===== src/rtl/turbo_blk_ctrl.sv =====
// Turbo encoder front end: buffers K info bits, then steps both RSC encoders (natural + QPP order) and 3 tail steps.
// Optional macro TBC_BLK_CNT_EN adds a saturating completed-block counter output blk_cnt.
module turbo_blk_ctrl #(
  parameter int K  = 40,
  parameter int F1 = 3,
  parameter int F2 = 10,
  parameter int AW = 10
) (
  input  logic        clk,
  input  logic        clr_n,
  input  logic        in_bit,
  input  logic        in_valid,
  output logic        in_ready,
  input  logic        enc_ready,
  output logic        enc_clr,
  output logic        enc_en,
  output logic        enc_term,
  output logic        enc_u1,
  output logic        enc_u2,
  output logic        blk_start,
  output logic        blk_end,
  output logic        busy
`ifdef TBC_BLK_CNT_EN
  ,
  output logic [15:0] blk_cnt
`endif
);

  typedef enum logic [2:0] {IDLE, LOAD, START, ENCODE, TAIL, DONE} state_t;

  localparam logic [AW-1:0] KL   = AW'(K);
  localparam logic [AW-1:0] LAST = AW'(K - 1);
  localparam logic [AW-1:0] G0   = AW'((F1 + F2) % K);
  localparam logic [AW-1:0] D2   = AW'((2 * F2) % K);

  state_t        state, state_nxt;
  logic [AW-1:0] wr_cnt, idx, pi, g;
  logic [1:0]    t;
  logic          mem [K];
  logic          accept, load_phase;
  logic          u1_rd, u2_rd;
  logic [AW:0]   pi_sum, g_sum;
  logic [AW-1:0] pi_nxt, g_nxt;

  // in_ready is forced low while reset is asserted, even though the state reads IDLE.
  assign load_phase = (state == IDLE) || (state == LOAD);
  assign in_ready   = clr_n & load_phase;
  assign accept     = in_valid & in_ready;

  // QPP recurrence: both operands are below K, so one conditional subtract wraps the sum.
  always_comb begin
    pi_sum = {1'b0, pi} + {1'b0, g};
    g_sum  = {1'b0, g} + {1'b0, D2};
    pi_nxt = (pi_sum >= {1'b0, KL}) ? AW'(pi_sum - {1'b0, KL}) : AW'(pi_sum);
    g_nxt  = (g_sum  >= {1'b0, KL}) ? AW'(g_sum  - {1'b0, KL}) : AW'(g_sum);
  end

  always_comb begin
    u1_rd = 1'b0;
    u2_rd = 1'b0;
    for (int j = 0; j < K; j++) begin
      if (idx == AW'(j)) u1_rd = mem[j];
      if (pi  == AW'(j)) u2_rd = mem[j];
    end
  end

  always_ff @(posedge clk) begin
    for (int j = 0; j < K; j++) begin
      if (accept && (wr_cnt == AW'(j))) mem[j] <= in_bit;
    end
  end

  always_ff @(posedge clk or negedge clr_n) begin
    if (!clr_n) begin
      state  <= IDLE;
      wr_cnt <= '0;
      idx    <= '0;
      pi     <= '0;
      g      <= G0;
      t      <= '0;
    end else begin
      state <= state_nxt;
      case (state)
        IDLE, LOAD: if (accept) wr_cnt <= wr_cnt + 1'b1;
        START: begin
          wr_cnt <= '0;
          idx    <= '0;
          pi     <= '0;
          g      <= G0;
          t      <= '0;
        end
        ENCODE: if (enc_ready) begin
          idx <= idx + 1'b1;
          pi  <= pi_nxt;
          g   <= g_nxt;
        end
        TAIL: if (enc_ready) t <= t + 2'd1;
        default: ;
      endcase
    end
  end

  always_comb begin
    state_nxt = state;
    enc_clr   = 1'b0;
    enc_en    = 1'b0;
    enc_term  = 1'b0;
    enc_u1    = 1'b0;
    enc_u2    = 1'b0;
    blk_start = 1'b0;
    blk_end   = 1'b0;
    busy      = 1'b0;
    case (state)
      IDLE: if (accept) state_nxt = LOAD;
      LOAD: if (accept && (wr_cnt == LAST)) state_nxt = START;
      START: begin
        enc_clr   = 1'b1;
        blk_start = 1'b1;
        busy      = 1'b1;
        state_nxt = ENCODE;
      end
      ENCODE: begin
        busy   = 1'b1;
        enc_en = enc_ready;
        enc_u1 = u1_rd;
        enc_u2 = u2_rd;
        if (enc_ready && (idx == LAST)) state_nxt = TAIL;
      end
      TAIL: begin
        busy     = 1'b1;
        enc_term = 1'b1;
        enc_en   = enc_ready;
        if (enc_ready && (t == 2'd2)) begin
          blk_end   = 1'b1;
          state_nxt = DONE;
        end
      end
      DONE: begin
        busy      = 1'b1;
        state_nxt = IDLE;
      end
      default: state_nxt = IDLE;
    endcase
  end

`ifdef TBC_BLK_CNT_EN
  always_ff @(posedge clk or negedge clr_n) begin
    if (!clr_n) begin
      blk_cnt <= '0;
    end else if (blk_end && (blk_cnt != 16'hFFFF)) begin
      blk_cnt <= blk_cnt + 16'd1;
    end
  end
`endif

endmodule


===== config.mk =====
export PLATFORM = sky130hd
export DESIGN_NAME = turbo_blk_ctrl
export DESIGN_NICKNAME = d
export VERILOG_FILES = /design/src/rtl/turbo_blk_ctrl.sv
export SDC_FILE = /design/constraint.sdc
export NUM_CORES = 1
export LEC_CHECK = 0
export ABC_AREA = 1
export CORE_ASPECT_RATIO = 2
export CORE_MARGIN = 2
export CORE_UTILIZATION = 45
export CTS_CLUSTER_DIAMETER = 150
export DETAILED_ROUTE_END_ITERATION = 10
export DONT_BUFFER_PORTS = 1
export GPL_ROUTABILITY_DRIVEN = 0
export GPL_TIMING_DRIVEN = 0
export MAX_ROUTING_LAYER = met4
export PLACE_DENSITY = 0.69
export REMOVE_ABC_BUFFERS = 1
export SLEW_MARGIN = 10
export SYNTH_ARGS = -nofsm -noshare
export SYNTH_HDL_FRONTEND = slang
export SYNTH_SLANG_ARGS = --single-unit

===== constraint.sdc =====
create_clock -name clk -period 4.8 [get_ports clk]
set_clock_uncertainty 0.15 [all_clocks]
set_input_delay 0.96 -clock clk [delete_from_list [all_inputs] [get_ports clk]]
set_output_delay 0.96 -clock clk [all_outputs]
set_load 0.1 [all_outputs]

Word-level counts from Yosys, hierarchy flattened
Memories as Yosys holds them, arrays and structs flattened.
Cells that the tools add are included.

operators by class
  $add $sub $neg = 7
  magnitude comparators = 2
  equal/unequal tests = 130
  multiplexer cells = 302
  bitwise logic cells = 2
  reductions and logical operators = 96

operators with widths
  cell                   number
  $eq 10x5->1 const B    48
  $mux 1                 246
  $eq 10x4->1 const B    24
  $eq 10x6->1 const B    24
  $mux 6                 39
  $eq 10x3->1 const B    12
  $pmux 10 s2            4
  $eq 10x2->1 const B    6
  $mux 10                6
  $logic_and 1x1->1      42
  $reduce_or 1->1        39
  $eq 10x1->1 const B    3
  $logic_not 10->1       3
  $ge 11x6->1 const B    2
  $add 10x1->10 const B  2
  $sub 10x6->10 const B  2
  $pmux 3 s5             1
  $mux 3                 4
  $ne 2x2->1 const B     6
  $add 10x10->11         1
  $add 10x5->11 const B  1
  $eq 3x2->1 const B     2
  $eq 3x3->1 const B     2
  $reduce_and 2->1       3
  other kinds (13)       17

word-level totals
  register bits after elaboration = 45
  bits in writable memories = 40
  input port bits = 5
  output and inout port bits = 9
  word-level logic and storage cells = 546
  memories = 1

memories
  memory  words  width  read ports  clocked after Yosys merged registers in  write ports  RTL line  source
  mem     40     1      40          0                                        1            39        logic mem [K];

Logic depth before layout (Yosys ltp)
Gate-level depths: netlist of run 1.

  depth after elaboration = 47
  mapped depth = 43
  gate-level depth less buffers = 43

Least setup slack after synthesis of run 1
No wires, ideal clock.

  path type = reg-to-output
  start point = register pi[9]
  end point = output enc_u2
  arrival time = 3.734 ns
  data required time = 3.690 ns
  path slack = -0.044 ns
  cell stages (with the launch flop) = 27
  path buffers = 1
  path through = dfrtp_1 -> nor2_4 -> inv_1 -> nor3_2 -> buf_2 -> nand3_1 -> nand3_1 -> o21ai_0 -> nand4_1 -> a21oi_1 -> nand4_1 -> o211ai_1 -> o2111ai_1 -> o21ai_0 -> nand4_1 -> a21oi_1 -> nand4_1 -> nand2_1 -> nand4_1 -> nand2_1 -> nand3_1 -> nand2_1 -> nand4_1 -> nand2_1 -> nand2_1 -> nand2_1 -> a21oi_1

on the way
  word-level cells in the longest chain between the ends = 42

ends and longest elaborated chain
  element                 RTL line  source
  from (decl)             37        logic [AW-1:0] wr_cnt, idx, pi, g;
  from (signal assigned)  94        pi <= pi_nxt;
  $logic_not 10->1        63        if (pi == AW'(j)) u2_rd = mem[j];
  $mux 1 (39 in series)   63
  $mux 1 *                63
  $mux 1 *                113       case (state)
  to (decl)               19        output logic enc_u2,

Every way passes the cells marked *; elsewhere a longest branch is shown, timed or not.

Worst setup path in the final report of run 1
  start point = register idx[0]
  end point = output enc_u1

on the way
  word-level cells in the longest chain between the ends = 42

ends and longest elaborated chain
  element                 RTL line  source
  from (decl)             37
  from (signal assigned)  93        idx <= idx + 1'b1;
  $logic_not 10->1        62        if (idx == AW'(j)) u1_rd = mem[j];
  $mux 1 (39 in series)   62
  $mux 1 *                62
  $mux 1 *                113
  to (decl)               18        output logic enc_u1,

Marks and branches as above.

==> results of run 1 <==
kinds of logic (layout without fill, tap and decap cells):
logic type	count (synthesis)	count (layout)
and+or+nand+nor	405	405
adders and majority gates	24	24
xor gates and xnor gates	14	14
buffers and inverters	143	163
AOI/OAI and AO/OA	105	105
DFF	84	84
worst paths after layout:
path | startpoint | cells past startpoint | slack, ns | endpoint
worst max register to register | state[1] | 13 | 1.07 | idx[9]
max in group asynchronous | clr_n | 0 | 4.17 | g[2]
worst min register to register | t[1] | 2 | 0.36 | t[1]
min in group clk | t[1] | 2 | 0.36 | t[1]
worst min-delay path | clr_n | 0 | 0.15 | g[6]
worst max-delay path | idx[0] | 36 | -0.57 | enc_u1
report_power, final:
group | switching, mW | internal (mW) | total (mW)
sequential | 0.181 | 0.891 | 1.07
combinational | 1.70 | 0.797 | 2.50
clock | 0.313 | 0.422 | 0.735
placed cells by master (no fill, tap or decap), types with 9 or more instances in the layout:
cell,instances
nand4_1,16
o21ai_0,43
nor2_1,99
dfrtp_1,36
ha_1,21
buf_4,11
xor2_1,9
clkbuf_16,11
nor3_1,26
edfxtp_1,40
nand3_1,78
a21oi_1,29
nand2_1,149
inv_1,122
synthesized netlist by cell type, drive strengths merged:
| master | number | area share, % |
|---|---|---|
| clkinv | 3 | 0.20 |
| nand3b | 1 | 0.13 |
| or3 | 1 | 0.11 |
| a21boi | 1 | 0.13 |
| or2 | 6 | 0.67 |
| xor2 | 9 | 1.4 |
| nor3b | 1 | 0.13 |
| nand2 | 154 | 10 |
| o22ai | 8 | 0.89 |
| nand3 | 84 | 7.5 |
| xnor2 | 5 | 0.78 |
| a31oi | 1 | 0.11 |
| o21a | 4 | 0.53 |
| o31ai | 2 | 0.27 |
| clkbuf | 8 | 0.53 |
| nor3 | 30 | 2.8 |
| dfrtp | 41 | 18 |
| nor4 | 2 | 0.22 |
| ha | 24 | 5.3 |
| a21oi | 32 | 2.9 |
| inv | 130 | 8.7 |
| a41oi | 1 | 0.16 |
| o32ai | 1 | 0.16 |
| edfxtp | 40 | 21 |
| dfstp | 3 | 1.4 |
| a32o | 3 | 0.53 |
| buf | 2 | 0.22 |
| o221ai | 1 | 0.16 |
| o21ai | 47 | 4.2 |
| nand4 | 16 | 1.8 |
| o2111ai | 1 | 0.16 |
| o211ai | 2 | 0.27 |
| o2111a | 1 | 0.20 |
| nor2 | 110 | 7.6 |
metal layers:
metal	wire length, microns	part of all wire, %	GRT usage, %	vias to the layer above
li1	-	-	-	2585
met4	1380	8.4	20.49	0
met3	633	3.8	4.014	96
met1	5248	32	21.24	2568
met2	9238	56	49.08	221
met5	0	0	-	-
stage by stage:
step | hold slack, ns | setup WS [ns] | power (mW)
finish | 0.1462 | -0.5672 | 4.304
detailed placement | 0.3449 | -0.7279 | 3.300
global route | 0.1356 | -0.8267 | 4.591
floorplan | 0.3057 | -0.6959 | 2.714
global placement | 0.3200 | -1.986 | 3.181
CTS | 0.1417 | -0.4900 | 4.157
state kept, by name, indices dropped and copies added, names as in the netlist:
name,cells
g,9
idx,10
mem,40
pi,10
state,3
t,2
wr_cnt,10
worst max-delay path: cells and delay by family (launching register included):
family | cells | cell delay [ns]
flops | 1 | 0.44
fa+ha+maj | 1 | 0.19
simple gates | 30 | 2.16
compound gates | 2 | 0.77
buf+inv | 3 | 0.35
final cells by class:
class | instances | area, sq um | share of cell area [%]
multi-input combinational | 548 | 2965 | 46.19
sequential | 84 | 2312 | 36.02
inverter | 133 | 499.2 | 7.776
clock buffer | 11 | 275.3 | 4.288
tap | 147 | 183.9 | 2.865
timing repair buffer | 14 | 141.4 | 2.202
clock inverter | 5 | 42.54 | 0.6626
what timing repair did:
action                     4_1_cts  5_1_grt
pin swaps                        5       18
setup endpoints to repair        2        2
gates resized for setup         28       24
buffers inserted                 6        5
==> impl_results.md, run 1 <==
- Top-Level Pins: 14
- Final Core Density: 52.64%
- Area Growth Syn to Fin: 14.07%
- Post-route ant nets: 0
- DP Area: 5841 sq um
- Diode count: 0
- Placed insts: 915
- XOR/XNOR Fraction of Synth Area: 2.179%
- Drt initial violations: 432
- Max Slew Vio Count: 0
- Worst endpoint data arrival time: 4.26 ns
- Complex-gate fraction of the synthesized area: 10.65%
- Initial antenna violation count: 0
- Warnings, synthesis: 0
- Area share of fa/ha/maj cells after synthesis: 5.336%
- Main combinational cell family by area after synthesis: simple AND/OR/NAND/NOR gates
- Die Y: 162.2 microns
- Leak pwr: 2.746 nW
- Final worst path period share: 111.8%
- Critical Path Source Type: flop
- Netlist cell types: 40
- Crit. End Element: primary output
- Overall via count from detail_route: 5,470
- Worst Path Required: 3.69 ns
- Total track usage: 25.76%
- CTS Buf Count: 9
- Nets: 819
- IO Port Bufs: 0
- CP Max Fanout: 3
- Setup WS post-layout: -0.5672 ns
- WS Path Type: flop to primary output
- Filler Cell Count: 1,142
- WL/cell: 17.52 microns
- # hold bufs at CTS: 0
- Synth Area in Simple Gates: 31.24%
- First-pass GRT wire length: 26,410 microns
- Core area: 12,200 sq um
- Post-Route WL: 16,500 microns
- Max VDD drop: 0.4712 mV
- Clock Root Buffer: clkbuf_16
- DR vias/cell: 5.807
- Failing checks: negative setup slack
- CTS tree: done
- Pwr Density: 670.4 nW/um^2
- Mux contribution to synthesized area: 0%
- Status: finished, violations left
- Most frequent CP cell: nand2_1
- Row count: 57
- Endpoints failing setup: 2
- Max cap viols: 0
- CTS H-tree lvls: 3
- Layout cells sized above 1: 10.69%
- Worst-margin pin slew: 1.057 ns
- Hold Vio Cnt, Final: 0
- Clock Latency Late Sink: 0.35 ns
- Setup TNS: -0.9703 ns
- Sink Count: 84
- HPWL Detailed: 12,430 microns
- Min Tclk post-route: 5.367 ns
- Relative slew slack: 29.47%
- Finished Cell Area: 6420 sq um
- GRT overflow: 0
- CP peak stage delay: 0.58 ns
- Worst Hold Class: input pin to async pin
- Die ar.: 13,470 sq um
- Highest-delay cell along the critical path: a21oi_4
- Non-filler cells, final: 942
- Clock-pin slew on the worst setup and hold paths: 0.07 ns
- Seq/Total Area, Yosys: 40.97%
- Vias in the first global route: 5,622
- Clock buffer depth: 2
- Fmax: 186.3 MHz
- Largest net degree at the start of global routing: 46
- Die Width: 83.08 microns
- Syn Inst Count: 775
- Flops & latches, synth: 84
- DRC viols: 0
- Post-synthesis average cell area: 7.262 sq um
- Synthesized area: 5628 sq um
- RSZ-0062 raised after global routing: true
- Starting Density: 46.15%
- 1st-pass router iterations: 5
Power figures use the tool's default switching activity.
==> run 2, diff against run 1 <==
--- a/config.mk
+++ b/config.mk
@@ -12,10 +12,10 @@
 export CTS_CLUSTER_DIAMETER = 150
 export DETAILED_ROUTE_END_ITERATION = 10
 export DONT_BUFFER_PORTS = 1
-export GPL_ROUTABILITY_DRIVEN = 0
 export GPL_TIMING_DRIVEN = 0
 export MAX_ROUTING_LAYER = met4
 export PLACE_DENSITY = 0.69
+export RECOVER_POWER = 100
 export REMOVE_ABC_BUFFERS = 1
 export SLEW_MARGIN = 10
 export SYNTH_ARGS = -nofsm -noshare
==> impl_results.md, run 2 (synthesis results as in run 1) <==
- Register name with the most flops: mem
- CP Max Fanout: 7
- Max VDD drop: 0.4953 mV
- Met2 wire length: 9340 microns
- Largest net degree at the start of global routing: 46
- Routed met1 length: 5430 microns
- CTS Buf Count: 9
- Total track usage: 26.09%
- Worst endpoint data arrival time: 4.19 ns
- Die Width: 83.08 microns
- Endpoints failing setup: 2
- Min Tclk post-route: 5.302 ns
- Gp weighted congestion: 1.006
- Worst Path Required: 3.69 ns
- Top-Level Pins: 14
- DP Worst Slack: -0.7453 ns
- Clock-pin slew on the worst setup and hold paths: 0.07 ns
- Most frequent CP cell: nand2_1
- Relative slew slack: -18.30%
- Worst Hold Class: input pin to async pin
- Die Y: 162.2 microns
- Worst R2R Path Depth: 12
- Commonest cells after routing, fill and taps aside: nand2_1 (148), inv_1 (121), nor2_1 (97), nand3_1 (79), o21ai_0 (43)
- Setup TNS: -0.7222 ns
- DR vias/cell: 5.548
- Initial antenna violation count: 0
- Sink Count: 84
- Non-filler cells, final: 953
- Core area: 12,200 sq um
- Setup crit start: idx[3]
- Pwr Density: 658.1 nW/um^2
- Fmax: 188.6 MHz
- WS Path Type: flop to primary output
- First-pass GRT wire length: 26,630 microns
- Setup WS post-layout: -0.5022 ns
- Worst R2R Start: state[2]
- Clock Root Buffer: clkbuf_16
- CTS H-tree lvls: 3
- Nets: 830
- CTS tree: done
- Register-to-Register Setup Slack: 0.14 ns
- CP peak stage delay: 0.59 ns
- Final worst path period share: 110.5%
- HPWL Detailed: 12,790 microns
- Drt initial violations: 341
- Post-Route WL: 16,340 microns
- Clock Latency Late Sink: 0.34 ns
- Row count: 57
- Area Growth Syn to Fin: 14.14%
- Sequential Area: 2311 sq um
- Crit. End Element: primary output
- Max Slew Vio Count: 1
- Status: finished, violations left
- Vias in the first global route: 5,489
- 1st-pass router iterations: 5
- DRC viols: 0
- Max cap viols: 1
- Die ar.: 13,470 sq um
- Overall via count from detail_route: 5,287
- Critical Path Source Type: flop
- Final Core Density: 52.67%
- Failing checks: max-capacitance violations, max-slew violations, negative setup slack
- WL/cell: 17.14 microns
- Largest register FFs: 40
- Filler Cell Count: 1,180
- Highest-delay cell along the critical path: a21oi_4
- Starting Density: 46.15%
- Area taken by multi-input logic gates: 2963 sq um
- Most common cell after layout, fill and taps aside: nand2_1
- FF-to-FF End: wr_cnt[9]
- RSZ-0062 raised after global routing: true
- Clock buffer depth: 2
- Diode count: 0
- IO Port Bufs: 0
- Worst-margin pin slew: 1.768 ns
- Uppermost layer routed: met4
- DR WL met3: 367 microns
- Post-route ant nets: 0
- Hold Vio Cnt, Final: 0
- Leak pwr: 2.761 nW
- Placed insts: 915
- GRT overflow: 0
- Layout cells sized above 1: 11.66%
==> run 2: cell types whose count changed in the layout (fill, tap and decap cells not counted), sizes merged <==
cell    change
inv         -1
clkinv      +3
buf         +8
clkbuf      +1
==> run 2: through the flow <==
| stage | hold WS [ns] | cell area (sq um) | power [mW] |
|---|---|---|---|
| 2_1_floorplan | 0.3057 | 5585 | 2.714 |
| 3_3_place_gp | 0.3189 | 5769 | 3.190 |
| 3_5_place_dp | 0.3360 | 5841 | 3.296 |
| 4_1_cts | 0.1469 | 6434 | 4.209 |
| 5_1_grt | 0.1404 | 6424 | 4.547 |
| 6_report | 0.1502 | 6424 | 4.228 |
==> run 2: power by group <==
group	switching (mW)	internal (mW)	total, mW
Combinational	1.68	0.817	2.49
Clock	0.313	0.360	0.673
Sequential	0.170	0.891	1.06
==> run 2: how the worst max path moves through the flow <==
stage | endpoint | slack, ns | cells after the start
after floorplan | wr_cnt[9] | -0.70 | 10
after global placement | wr_cnt[9] | -1.97 | 10
after detailed placement | enc_u1 | -0.75 | 38
after CTS | enc_u1 | -0.46 | 43
after global routing | enc_u1 | -0.76 | 42
final | enc_u1 | -0.50 | 38
==> run 2: per-layer routing <==
layer	vias to the layer above	track usage, %
li1	2594	-
met1	2512	22.63
met2	120	50.62
met3	61	2.795
met4	0	18.26
met5	-	-
==> run 2: critical path: cells and delay by family (launching register included) <==
kind,cells,cell delay [ns]
compound gates,1,0.59
buf+inv,1,0.16
flops,1,0.52
simple gates,36,2.57
==> run 2: layout make-up <==
class | count | area share [%]
Clock buffer | 9 | 3.506
Clock inverter | 7 | 0.9155
Inverter | 133 | 7.850
Multi-Input combinational cell | 548 | 46.12
Sequential cell | 84 | 35.98
Tap cell | 147 | 2.863
Timing Repair Buffer | 25 | 2.766
==> run 2: repair_timing <==
action,CTS,global route
hold buffers,0,0
setup endpoints to repair,2,2
setup buffers,19,3
gates resized for setup,53,6
pin swaps,15,17
